`src/rtl/multu_sequencer.sv`:
```
// -----------------------------------------------------------------------------
// multu_sequencer
//
// Sequential unsigned multiplier for the MULTU instruction. It uses one
// shift-add iteration per cycle. A start accepted in IDLE or DONE runs WIDTH
// iterations in RUN. The full 2*WIDTH-bit product then sits in {hi, lo}, and
// done pulses for one cycle. While a multiply is in flight, the sequencer stalls
// the front of the pipeline if EX holds an instruction that depends on it
// (another multu, mfhi or mflo).
//
// Ports
//   clk       in   single clock, rising edge
//   rst       in   asynchronous reset, active low
//   start     in   multu in EX this cycle
//   op_a      in   [WIDTH-1:0] multiplicand (rs)
//   op_b      in   [WIDTH-1:0] multiplier (rt)
//   rd_hi     in   mfhi in EX this cycle
//   rd_lo     in   mflo in EX this cycle
//   busy      out  multiply in progress (RUN)
//   stall     out  hold PC, IF/ID and ID/EX (drives enReg low)
//   done      out  one-cycle pulse when the product is final
//   hi        out  [WIDTH-1:0] upper product register
//   lo        out  [WIDTH-1:0] lower product register
//   mf_data   out  [WIDTH-1:0] hi when rd_hi, otherwise lo
//   mf_valid  out  mf_data is final and may be captured by EX/MEM
// -----------------------------------------------------------------------------
module multu_sequencer #(
  parameter int WIDTH = 32,
  parameter int CNT_W = 5
) (
  input  logic             clk,
  input  logic             rst,
  input  logic             start,
  input  logic [WIDTH-1:0] op_a,
  input  logic [WIDTH-1:0] op_b,
  input  logic             rd_hi,
  input  logic             rd_lo,
  output logic             busy,
  output logic             stall,
  output logic             done,
  output logic [WIDTH-1:0] hi,
  output logic [WIDTH-1:0] lo,
  output logic [WIDTH-1:0] mf_data,
  output logic             mf_valid
);

  typedef enum logic [1:0] {
    S_IDLE = 2'd0,
    S_RUN  = 2'd1,
    S_DONE = 2'd2
  } state_t;

  state_t           r_state;
  state_t           w_state_nxt;
  logic [CNT_W-1:0] r_cnt;
  logic [WIDTH-1:0] r_mcand;
  logic [WIDTH-1:0] r_hi;
  logic [WIDTH-1:0] r_lo;
  logic [WIDTH:0]   w_sum;
  logic             w_accept;
  logic             w_last;

  // A start is only taken when no multiply is in flight. A start seen during
  // RUN is held in EX by stall, and it is picked up again in DONE.
  assign w_accept = (r_state != S_RUN) && start;
  assign w_last   = (r_cnt == CNT_W'(WIDTH - 1));

  // The partial-product add. Bit WIDTH is the carry out of hi. The carry is
  // shifted into hi[WIDTH-1] in the same cycle, so it never has to be stored
  // between iterations.
  assign w_sum = r_lo[0] ? ({1'b0, r_hi} + {1'b0, r_mcand}) : {1'b0, r_hi};

  // ---------------------------------------------------------------------------
  // State register
  // ---------------------------------------------------------------------------
  // NOTE: clocked state uses non-blocking assignments so every flop samples
  // pre-edge values; blocking here would create order-dependent races.
  always_ff @(posedge clk or negedge rst) begin
    if (!rst) begin
      r_state <= S_IDLE;
    end else begin
      r_state <= w_state_nxt;
    end
  end

  // ---------------------------------------------------------------------------
  // Next-state logic
  // ---------------------------------------------------------------------------
  // NOTE: the default assignment before the case keeps this block purely
  // combinational; a path that leaves w_state_nxt unassigned would infer a latch.
  always_comb begin
    w_state_nxt = r_state;
    case (r_state)
      S_IDLE:  if (start)  w_state_nxt = S_RUN;
      S_RUN:   if (w_last) w_state_nxt = S_DONE;
      S_DONE:  w_state_nxt = start ? S_RUN : S_IDLE;
      default: w_state_nxt = S_IDLE;
    endcase
  end

  // ---------------------------------------------------------------------------
  // Datapath: multiplicand, {hi, lo} shift register, iteration counter
  // ---------------------------------------------------------------------------
  // NOTE: every datapath register is reset, not only the control state. An
  // aborted multiply must leave hi/lo at zero, not at a half-built product.
  always_ff @(posedge clk or negedge rst) begin
    if (!rst) begin
      r_mcand <= '0;
      r_hi    <= '0;
      r_lo    <= '0;
      r_cnt   <= '0;
    end else if (w_accept) begin
      r_mcand <= op_a;
      r_hi    <= '0;
      r_lo    <= op_b;
      r_cnt   <= '0;
    end else if (r_state == S_RUN) begin
      // Shift {carry, hi, lo} right by one. The multiplier bits leave lo at the
      // bottom, and the product's low bits enter lo at the top.
      r_hi  <= w_sum[WIDTH:1];
      r_lo  <= {w_sum[0], r_lo[WIDTH-1:1]};
      r_cnt <= r_cnt + CNT_W'(1);
    end
  end

  // ---------------------------------------------------------------------------
  // Outputs
  // ---------------------------------------------------------------------------
  always_comb begin
    busy    = (r_state == S_RUN);
    done    = (r_state == S_DONE);
    stall   = busy & (start | rd_hi | rd_lo);
    mf_data = rd_hi ? r_hi : r_lo;
    // mf_valid is gated by rst so that it reads 0 while reset is asserted,
    // even if an mfhi/mflo is sitting in EX.
    mf_valid = rst & (rd_hi | rd_lo) & ~busy;
    hi       = r_hi;
    lo       = r_lo;
  end

endmodule

```
`config.mk`:
```
export PLATFORM = sky130hd
export DESIGN_NAME = multu_sequencer
export DESIGN_NICKNAME = d
export VERILOG_FILES = /design/src/rtl/multu_sequencer.sv
export SDC_FILE = /design/constraint.sdc
export NUM_CORES = 1
export LEC_CHECK = 0
export CAP_MARGIN = 25
export CORE_MARGIN = 2
export CORE_UTILIZATION = 44
export CTS_CLUSTER_SIZE = 16
export DETAILED_ROUTE_END_ITERATION = 16
export HOLD_SLACK_MARGIN = 0.06
export PLACE_DENSITY_LB_ADDON = 0.05
export SYNTH_ARGS = -nofsm -noshare
export SYNTH_HDL_FRONTEND = slang
export SYNTH_SLANG_ARGS = --single-unit
```
`constraint.sdc`:
```
create_clock -name clk -period 3.7 [get_ports clk]
set_input_delay 0.37 -clock clk [delete_from_list [all_inputs] [get_ports clk]]
set_output_delay 0.37 -clock clk [all_outputs]
set_load 0.01 [all_outputs]
```
After elaboration in Yosys (flattened, before gate mapping)
Index checks and enable logic that the tools add are counted.
{"block": "op_classes", "n_addsub": 2, "n_eq_ne": 6, "n_mux": 12, "n_bitwise": 7, "reduce_logical": 4}
{"op": "32-bit two-way mux", "count": 5}
{"op": "32-bit by 32-bit adder with 33-bit output", "count": 1}
{"op": "33-bit two-way mux", "count": 1}
{"op": "5-bit two-way mux", "count": 2}
{"op": "2-bit case mux with 3 select lines", "count": 1}
{"op": "5-bit by 1-bit adder with 5-bit output, second input constant", "count": 1}
{"op": "5-bit equality test, second input constant", "count": 1}
{"op": "2-bit two-way mux", "count": 2}
{"op": "2-bit by 1-bit != test with 1-bit output, second input constant", "count": 2}
{"op": "1-bit bitwise AND", "count": 3}
{"op": "1-bit bitwise OR", "count": 3}
{"op": "2-bit by 1-bit equality test with 1-bit output, second input constant", "count": 1}
{"op": "2-bit equality test, second input constant", "count": 1}
{"op": "2-bit zero test", "count": 1}
{"op": "2-bit != test, second input constant", "count": 1}
{"op": "2-bit AND reduction", "count": 1}
{"op": "2-bit nonzero test", "count": 1}
{"op": "1-bit logical AND", "count": 1}
{"op": "1-bit two-way mux", "count": 1}
{"op": "1-bit inverter", "count": 1}
{"block": "word_totals", "reg_bits": 103, "inputBits": 69, "output_inout_bits": 100, "word_cells": 36}

Depth between registers and ports, before layout
Gate-level depths: netlist (run 1).
{"block": "depth", "depth_word": 4, "mapped_depth": 10, "mapped_depth_nobuf": 10}

Least setup slack after synthesis (run 1)
OpenSTA, ideal clock, no wires.
{"block": "synth_path", "kind": "register to register", "start": "register r_hi[0] (netlist: hi[0])", "end": "register r_hi[23] (netlist: hi[23])", "setup_time_ns": 0.069, "arrival_time_ns": 2.631, "t_required_ns": 3.631, "slack_ns": 1.000, "path_stages_with_launch": 11, "n_path_buf": 0, "synth_period_minus_slack_ns": 2.700, "path_cell_list": "dfrtp_1 > ha_1 > fa_1 > a211oi_2 > o21ai_2 > o31ai_2 > o211ai_1 > a221oi_2 > nor3_1 > or4_1 > nand3_1"}
{"block": "synth_via", "elab_chain_len": 4}
{"item": "start: declaration", "line_no": "57", "source": "logic [WIDTH-1:0] r_hi;"}
{"item": "start signal: assignment", "line_no": "120", "source": "r_hi <= w_sum[WIDTH:1];"}
{"item": "32-bit by 32-bit adder with 33-bit output", "line_no": "71", "source": "assign w_sum = r_lo[0] ? ({1'b0, r_hi} + {1'b0, r_mcand}) : {1'b0, r_hi};"}
{"item": "33-bit two-way mux", "line_no": "71"}
{"item": "32-bit two-way mux", "line_no": "117", "source": "end else if (r_state == S_RUN) begin"}
{"item": "32-bit two-way mux", "line_no": "112", "source": "end else if (w_accept) begin"}
No other way between the ends. The select of a mux whose other input is x is not followed.
A chain may end at the register's enable or synchronous reset.

Worst setup path after layout (run 1)
Same ends and word-level chain as after synthesis.

==> impl_metrics.py, run 1 <==
metrics = {
    "critical_path": {
        "cpPeakStageDelay_ps": 440,
        "r2r_setup_slack_ps": 680,
        "worstPathCellList": "ha_1 > fa_1 > a211oi_2 > o21ai_2 > o31ai_2 > o211ai_1 > a221oi_2 > nor3_1 > or4_1 > nand3_1",
        "crit_type": "register to register",
        "crit_fanout": 5,
        "cp_data_arrival_time_ps": 3310,
        "critPathRequiredTime_ps": 3990,
        "crit_buf_inv": 0,
        "startpoint_type": "register",
        "cpMaxStageDelayCell": "fa_1",
        "cp-end-kind": "register",
        "path_delay_family": "compound AO/OA/AOI/OAI gates",
    },
    "clock_network": {
        "cts_setup_buffers": 0,
        "clk_latency_ps": 350,
        "cts_made_buffers": 9,
        "cts_root_buf": "clkbuf_16",
        "cts_tree": "done",
        "clkTransAtPathRegs_ps": 70,
        "cts.path.max_buffers": 2,
        "cts_resized": 0,
        "ctsHoldBuffers": 0,
        "cts.sinks": 103,
        "cts_max_level": 3,
    },
    "placed_design": {
        "port_buffers": 168,
        "hpwl_mm": 12.89,
        "place_congestion": 0.8804,
    },
    "sta": {
        "setup_viol": 0,
        "finalSetupTns_ps": 0,
        "slew_violations": 0,
        "max_freq_mhz": 331.0,
        "skew_ps": 8.864,
        "slew_headroom_pct": 37.68,
        "rsz0062_at_grt": "no",
        "fin_crit_sh_pct": 81.65,
        "finalHoldViolCount": 0,
        "fin_crit_ps": 3021,
        "tightestPinTransition_ps": 933.8,
    },
    "detailed_routing": {
        "route.detailed.drc": 0,
        "vias_per_cell": 5.708,
        "drt-total-wl_mm": 18.43,
        "drtAntennaViolNets": 0,
        "drtIter0Drc": 327,
        "drt-pass1-iter-count": 4,
        "vias": 5777,
        "wl_per_cell_um": 18.21,
    },
    "global_route": {
        "first_global_vias": 5838,
        "gr-usage-all-layers_pct": 23.12,
        "grt_max_degree": 56,
        "grt_pass1_wl_mm": 30.02,
        "antenna_found_initial": 0,
        "gr-total-overflow": 0,
    },
    "cells_and_area": {
        "nets": 929,
        "final_cell_mix": "165 x clkdlybuf4s50_1, 103 x dfrtp_1, 73 x o21ai_0",
        "syn2layout_area_growth_pct": 31.48,
        "n_antenna_cell": 0,
        "final_common_cell": "clkdlybuf4s50_1",
        "utilization_pct": 59.32,
        "drive_above_1_share_pct": 12.44,
    },
    "power": {
        "ir_drop_v": 0.0004222,
        "powerDensity_mw_per_mm2": 1012,
        "leakagePower_nw": 3.759,
    },
    "logic_synthesis": {
        "ys_ff_latch": 103,
        "ys.flop_type": "dfrtp_1",
        "synth_cell_types": 49,
        "synthesis.nets": 790,
        "syn_area_sq_mm": 0.006583,
        "avgSynthCellArea_sq_um": 9.596,
        "ys_seq_area_share_pct": 39.16,
        "synth_edf_count": 0,
        "ys_warn_count": 0,
        "synthArstFlopShare_pct": 100.0,
        "syn-instance-count": 686,
    },
    "floorplanning": {
        "dieArea_sq_mm": 0.01595,
        "rows": 44,
        "ios": 169,
        "start_util_pct": 45.12,
        "die_h_um": 126.3,
        "core_area_sq_mm": 0.01459,
        "dieWidth_um": 126.3,
    },
    "hold_path": {
        "hold_class": "input pin to async pin",
    },
    "run": {
        "maxCapViolations": 0,
    },
    "status": {
        "status": "finished clean",
    },
}
==> cells in the mapped netlist, types with 9 or more instances <==
cell type / n / area, sq um
nor2_1: 23 / 86.33
mux2i_1: 48 / 480.5
nand3_1: 26 / 130.1
a21o_1: 15 / 112.6
ha_1: 34 / 425.4
and3_1: 17 / 106.4
o21ai_0: 73 / 365.4
mux2_2: 64 / 720.7
nand4_1: 10 / 62.56
clkbuf_1: 38 / 142.6
dfrtp_1: 103 / 2577
nor3_1: 9 / 45.04
a31oi_1: 17 / 106.4
xnor2_1: 15 / 131.4
a21oi_1: 35 / 175.2
nand2_1: 64 / 240.2
==> state kept, by name, indices dropped and copies added (netlist names) <==
signal,count
hi,32
r_state,2
r_cnt,5
lo,32
r_mcand,32
==> layout make-up <==
cell class / count / area (sq um)
well taps: 184 / 230.2
clock inverters: 3 / 45.04
repair buffers: 178 / 1744
clock buffers: 11 / 242.7
inverters: 8 / 30.03
multi-input cells: 525 / 3785
flip-flops and latches: 103 / 2577
fillers: 1266 / 5934
==> power breakdown <==
group | internal, mW | switching, mW | leakage (nW)
Combinational | 2.71 | 2.82 | 2.36
Sequential | 1.69 | 0.564 | 1.26
Clock | 0.537 | 0.434 | 0.134
==> worst reg2reg max path, delay by kind of cell (launching register included) <==
kind | cells | cell delay, ps
AOI/OAI and AO/OA | 5 | 1220
DFF | 1 | 420
and+or+nand+nor | 3 | 610
adders and majority gates | 2 | 700
==> routing by layer <==
layer | GRT usage, % | vias up | wire [um]
li1 | - | 2798 | -
met1 | 30.24 | 2817 | 8419
met2 | 39.06 | 141 | 8909
met3 | 5.188 | 21 | 818
met4 | 5.882 | 0 | 285
met5 | 0 | - | 0
==> logic make-up (layout without fill, tap and decap cells) <==
group / after synthesis / after routing / synth area share [%]
multiplexers: 112 / 112 / 18.25
XOR/XNOR: 21 / 21 / 2.794
adder cells (fa/ha/maj): 35 / 35 / 6.767
AO/OA/AOI/OAI: 190 / 190 / 17.62
buffers and inverters: 58 / 200 / 3.383
AND/OR/NAND/NOR: 167 / 167 / 12.03
flip-flops: 103 / 103 / 39.16
==> metrics by stage <==
step	instances	worst slack, ps	hold slack [ps]	total power [mW]	area [sq um]
2_1_floorplan	686	999.7	74.41	5.771	6583
3_3_place_gp	998	805.5	465.4	7.673	8367
3_5_place_dp	998	707.6	491.4	7.749	8367
4_1_cts	1012	702.2	159.4	8.782	8655
5_1_grt	1012	469.6	198.6	9.475	8655
6_report	1012	679.0	155.8	8.754	8655
==> worst paths after layout <==
| check | from | to | cells after the start |
|---|---|---|---|
| worst max-delay path | hi[0] | hi[23] | 10 |
| worst min-delay path | rst | lo[27] | 2 |
| worst max register to register | hi[0] | hi[23] | 10 |
| worst min register to register | r_cnt[3] | r_cnt[3] | 1 |
| max in group asynchronous | rst | r_mcand[26] | 3 |
| min in group clk | r_cnt[3] | r_cnt[3] | 1 |
Note: power is estimated with default switching activity, not from simulation.
==> run 2, diff against run 1 <==
- clock period: 3.7 -> 2.55 ns (I/O delays scaled with it)
==> run 2 against run 1 <==
Routed wire length rose by 7.3%. Clock power is 40% higher. Die area unchanged. Cell count increased by 4.7%. Clock skew decreased by 2.1 ps. Via count rose by 3.8%. Core utilization rose by 3.3 points. Sequential power rose by 39%. Combinational power rose by 65%. Global-route usage rose by 2.1 points. Sequential share of layout area fell by 1.6 points. The run now ends with setup timing left.
==> impl_metrics.py, run 2 (synthesis gave the netlist of run 1 again) <==
metrics = {
    "cells_and_area": {
        "final_cell_mix": "165 x clkdlybuf4s50_1, 103 x dfrtp_1, 65 x o21ai_0",
        "design_area_sq_mm": 0.009130,
        "n_antenna_cell": 0,
        "regArea_sq_mm": 0.002577,
        "final_common_cell": "clkdlybuf4s50_1",
        "drive_above_1_share_pct": 19.86,
        "num-fill-cells": 1239,
        "utilization_pct": 62.58,
        "syn2layout_area_growth_pct": 38.70,
        "nets": 975,
        "final_cells": 1060,
        "multi_input_area_sq_mm": 0.003899,
    },
    "global_route": {
        "antenna_found_initial": 0,
        "gr-usage-all-layers_pct": 25.18,
        "gr-total-overflow": 0,
        "grt_max_degree": 104,
        "first_global_vias": 6246,
        "grt_pass1_wl_mm": 32.41,
    },
    "detailed_routing": {
        "drtAntennaViolNets": 0,
        "drtIter0Drc": 312,
        "drt-pass1-iter-count": 5,
        "route.detailed.drc": 0,
        "vias_per_cell": 5.656,
        "wl_per_cell_um": 18.66,
        "drt-total-wl_mm": 19.78,
        "vias": 5995,
    },
    "power": {
        "leakagePower_nw": 4.010,
        "ir_drop_v": 0.0006972,
        "powerDensity_mw_per_mm2": 1497,
        "p_clk_share_pct": 10.0,
        "internal-power_mw": 7.706,
        "pwr-share-comb_pct": 67.0,
        "sw_frac_of_total_pct": 43.60,
        "seqPwrFrac_pct": 23.0,
        "p_sw_mw": 5.958,
    },
    "clock_network": {
        "cts.path.max_buffers": 2,
        "clkTransAtPathRegs_ps": 70,
        "cts_tree": "done",
        "cts_root_buf": "clkbuf_16",
        "cts.sinks": 103,
        "cts_made_buffers": 9,
        "clk_latency_ps": 370,
        "cts_max_level": 3,
    },
    "sta": {
        "slew_headroom_pct": 39.81,
        "hold_ws_ps": 485.4,
        "tightestPinTransition_ps": 901.9,
        "slew_violations": 0,
        "max_freq_mhz": 381.5,
        "setup_viol": 5,
        "rsz0062_at_grt": "yes",
        "finalHoldViolCount": 0,
        "layout_setup_ws_ps": -71.11,
        "skew_ps": 6.724,
        "fin_crit_sh_pct": 102.8,
        "fin_crit_ps": 2621,
    },
    "floorplanning": {
        "die_h_um": 126.3,
        "dieArea_sq_mm": 0.01595,
        "ios": 169,
        "dieWidth_um": 126.3,
        "rows": 44,
        "start_util_pct": 45.12,
        "core_area_sq_mm": 0.01459,
    },
    "status": {
        "violations": "setup timing",
        "status": "complete, but fails checks",
    },
    "critical_path": {
        "reg2reg_depth": 10,
        "cpMaxStageDelayCell": "or4_1",
        "worstPathCellList": "ha_2 > fa_2 > a211oi_2 > o21ai_2 > o31ai_2 > o211ai_1 > a221oi_2 > nor3_1 > or4_1 > nand3_1",
        "cp-end-kind": "register",
        "crit_fanout": 2,
        "crit_type": "register to register",
        "startpoint_type": "register",
        "r2r_end": "hi[23]",
        "cpPeakStageDelay_ps": 400,
        "r2r_setup_slack_ps": -70,
        "path_depth": 10,
        "cp_data_arrival_time_ps": 2920,
        "path_delay_family": "compound AO/OA/AOI/OAI gates",
        "critPathRequiredTime_ps": 2850,
        "r2r-start": "r_mcand[0]",
        "crit_buf_inv": 0,
    },
    "placed_design": {
        "post-place-ws_ps": -98.46,
        "hpwl_mm": 14.28,
        "place_inst": 1036,
        "port_buffers": 168,
        "place_congestion": 0.9285,
        "placed_area_sq_mm": 0.008670,
    },
    "hold_path": {
        "hold_class": "input pin to async pin",
    },
    "run": {
        "maxCapViolations": 0,
    },
}
run 2: cell types whose count changed in the layout (fill, tap and decap cells not counted), sizes merged:
cell / before / now
buf: 13 / 58
bufinv: 1 / 0
clkinv: 0 / 1
clkinvlp: 2 / 3
dlygate4sd3: 0 / 1
inv: 8 / 9
run 2: stage by stage:
| stage | power (mW) | setup TNS, ps |
|---|---|---|
| floorplan | 8.380 | -19.88 |
| global placement | 11.71 | -25.26 |
| detailed placement | 11.87 | -325.5 |
| CTS | 13.38 | -106.6 |
| global route | 14.76 | -1637 |
| finish | 13.66 | -229.5 |
run 2: cell type report:
type / count / area share, %
Sequential cell: 103 / 28.23
Timing Repair Buffer: 224 / 23.09
Tap cell: 184 / 2.522
Clock buffer: 11 / 2.659
Multi-Input combinational cell: 525 / 42.70
Inverter: 8 / 0.3289
Clock inverter: 5 / 0.4659
run 2: worst min-delay path: stages:
cell and delay [ps]:
dlygate4sd3_1 530, buf_4 130, buf_12 380
run 2: timing repair:
item / in CTS / in global routing
hold buffers: 1 / 0
setup buffers: 3 / 4
endpoints found under the hold margin: 103 / 0
resized for setup: 7 / 26
pin swaps: 3 / 11
endpoints found under the setup margin: 7 / 17
run 2: layer usage:
metal,part of all wire [%],track usage [%]
met5,0,0
met4,1.7,7.434
met3,3.7,4.302
met2,51,44.56
met1,44,31.62
run 2: power groups by stage:
stage / logic (mW) / clock network [mW] / registers (mW)
3_3_place_gp: 8.58 / 0 / 3.13
2_1_floorplan: 5.12 / 0 / 3.26
5_1_grt: 10.0 / 1.46 / 3.27
4_1_cts: 8.83 / 1.40 / 3.15
3_5_place_dp: 8.70 / 0 / 3.17
6_report: 9.15 / 1.36 / 3.15
run 2: worst max-delay path by stage:
stage | slack [ps] | end | from
after detailed placement | -100 | hi[23] | r_mcand[0]
after floorplan | -20 | hi[23] | hi[0]
after global routing | -250 | hi[23] | r_mcand[0]
final | -70 | hi[23] | r_mcand[0]
after CTS | -60 | hi[23] | r_mcand[0]
after global placement | -20 | hi[23] | r_mcand[0]
==> run 3, diff against run 2 <==
- CORE_ASPECT_RATIO: unset -> 1.75
==> run 3 against run 2 <==
The flow still finishes with violations (setup timing). Sequential share of layout area increased by 0.23 points. Via count decreased by 0.37%. Critical path depth unchanged. Die area increased by 0.25%. Highest routed layer unchanged.
==> impl_metrics.py, run 3 (synthesis gave the netlist of run 1 again) <==
metrics = {
    "detailed_routing": {
        "route.detailed.drc": 0,
        "drt-pass1-iter-count": 4,
        "drtAntennaViolNets": 0,
        "wl_per_cell_um": 18.63,
        "vias": 5973,
        "drt-total-wl_mm": 19.68,
        "vias_per_cell": 5.656,
        "drtIter0Drc": 326,
    },
    "global_route": {
        "grt_use_met3_pct": 3.584,
        "global_route.usage.met2_pct": 47.22,
        "top_usage_layer": "met2",
        "antenna_found_initial": 0,
        "grtUsageMet1_pct": 27.70,
        "grt_pass1_wl_mm": 31.26,
        "gr-total-overflow": 0,
        "grt_max_degree": 61,
        "gr-usage-all-layers_pct": 25.09,
        "first_global_vias": 6151,
    },
    "sta": {
        "skew_ps": 9.186,
        "fin_crit_sh_pct": 101.9,
        "hold_ws_ps": 506.6,
        "rsz0062_at_grt": "yes",
        "fin_crit_ps": 2600,
        "max_freq_mhz": 384.7,
        "finalSetupTns_ps": -73.33,
        "setup_viol": 2,
        "slew_violations": 0,
        "finalHoldViolCount": 0,
        "layout_setup_ws_ps": -49.68,
        "slew_headroom_pct": 38.90,
        "tightestPinTransition_ps": 915.5,
    },
    "critical_path": {
        "cp_data_arrival_time_ps": 2890,
        "critPathRequiredTime_ps": 2840,
        "cp-end-kind": "register",
        "crit_fanout": 2,
        "crit_type": "register to register",
        "startpoint_type": "register",
    },
    "floorplanning": {
        "core_area_sq_mm": 0.01476,
        "ios": 169,
        "start_util_pct": 44.58,
        "die_h_um": 165.8,
        "rows": 59,
        "dieWidth_um": 96.46,
        "dieArea_sq_mm": 0.01599,
    },
    "placed_design": {
        "place_congestion": 0.8964,
        "placed_area_sq_mm": 0.008698,
        "hpwl_mm": 14.75,
        "place_inst": 1039,
        "post-place-ws_ps": -76.80,
        "port_buffers": 168,
    },
    "clock_network": {
        "cts.sinks": 103,
        "cts_max_level": 3,
        "cts.path.max_buffers": 2,
        "cts_tree": "done",
        "clk_latency_ps": 350,
        "cts_made_buffers": 9,
        "cts_root_buf": "clkbuf_16",
        "clkTransAtPathRegs_ps": 80,
    },
    "status": {
        "violations": "setup timing",
        "status": "complete, but fails checks",
    },
    "cells_and_area": {
        "design_area_sq_mm": 0.009055,
        "nets": 972,
        "final_cells": 1056,
        "syn2layout_area_growth_pct": 37.56,
        "n_antenna_cell": 0,
        "drive_above_1_share_pct": 18.44,
        "utilization_pct": 61.33,
        "final_cell_mix": "165 x clkdlybuf4s50_1, 103 x dfrtp_1, 68 x o21ai_0",
        "final_common_cell": "clkdlybuf4s50_1",
    },
    "power": {
        "power_mw": 13.46,
        "powerDensity_mw_per_mm2": 1486,
        "leakagePower_nw": 3.985,
        "ir_drop_v": 0.0006487,
    },
    "hold_path": {
        "hold_class": "input pin to register",
    },
    "run": {
        "maxCapViolations": 0,
    },
}
## run 3: cell count changes in the layout (fill, tap and decap cells not counted), sizes merged
cell / previous run / this run
inv: 9 / 10
clkbuf: 11 / 10
clkinv: 1 / 4
clkinvlp: 3 / 0
buf: 58 / 55
## run 3: cell type report
cell class,count,area [sq um]
flip-flops and latches,103,2577
well taps,183,229.0
repair buffers,221,2082
fillers,1334,5709
clock buffers,10,239.0
inverters,8,30.03
clock inverters,6,51.30
multi-input cells,525,3846
## run 3: power breakdown
part,internal [mW],switching (mW),total [mW],leakage (nW)
Clock,0.704,0.667,1.37,0.145
Sequential,2.45,0.643,3.10,1.26
Combinational,4.44,4.55,8.99,2.58
Total,7.59,5.86,13.5,3.98
## run 3: path summary, 6_finish.rpt
| kind | startpoint | end | slack (ps) | cells past startpoint |
|---|---|---|---|---|
| worst max-delay path | r_mcand[0] | hi[23] | -50 | 10 |
| worst min-delay path | start | lo[3] | 510 | 4 |
| worst max register to register | r_mcand[0] | hi[23] | -50 | 10 |
| worst min register to register | r_mcand[2] | r_mcand[2] | 520 | 1 |
| max in group asynchronous | rst | hi[8] | 1330 | 3 |
| min in group asynchronous | rst | lo[28] | 560 | 3 |
## run 3: worst max-delay path, cell delays in order, from the launching register on
cell and delay, ps:
dfrtp_1 400, ha_2 200, fa_2 350, a211oi_2 220, o21ai_2 110, o31ai_2 180
o211ai_1 170, a221oi_2 310, nor3_1 100, or4_1 400, nand3_1 90
## run 3: routing by layer
metal	wire length, um	share of wire (%)
met2	11230	57
met3	572	2.9
met1	7359	37
met4	515	2.6
met5	0	0
## run 3: repair_timing
item / CTS / global route
pin swaps: 2 / 5
cloned: 0 / 0
resized for setup: 5 / 12
endpoints found under the setup margin: 7 / 21
setup buffers: 1 / 0
endpoints found under the hold margin: 43 / 0
hold buffers: 1 / 0
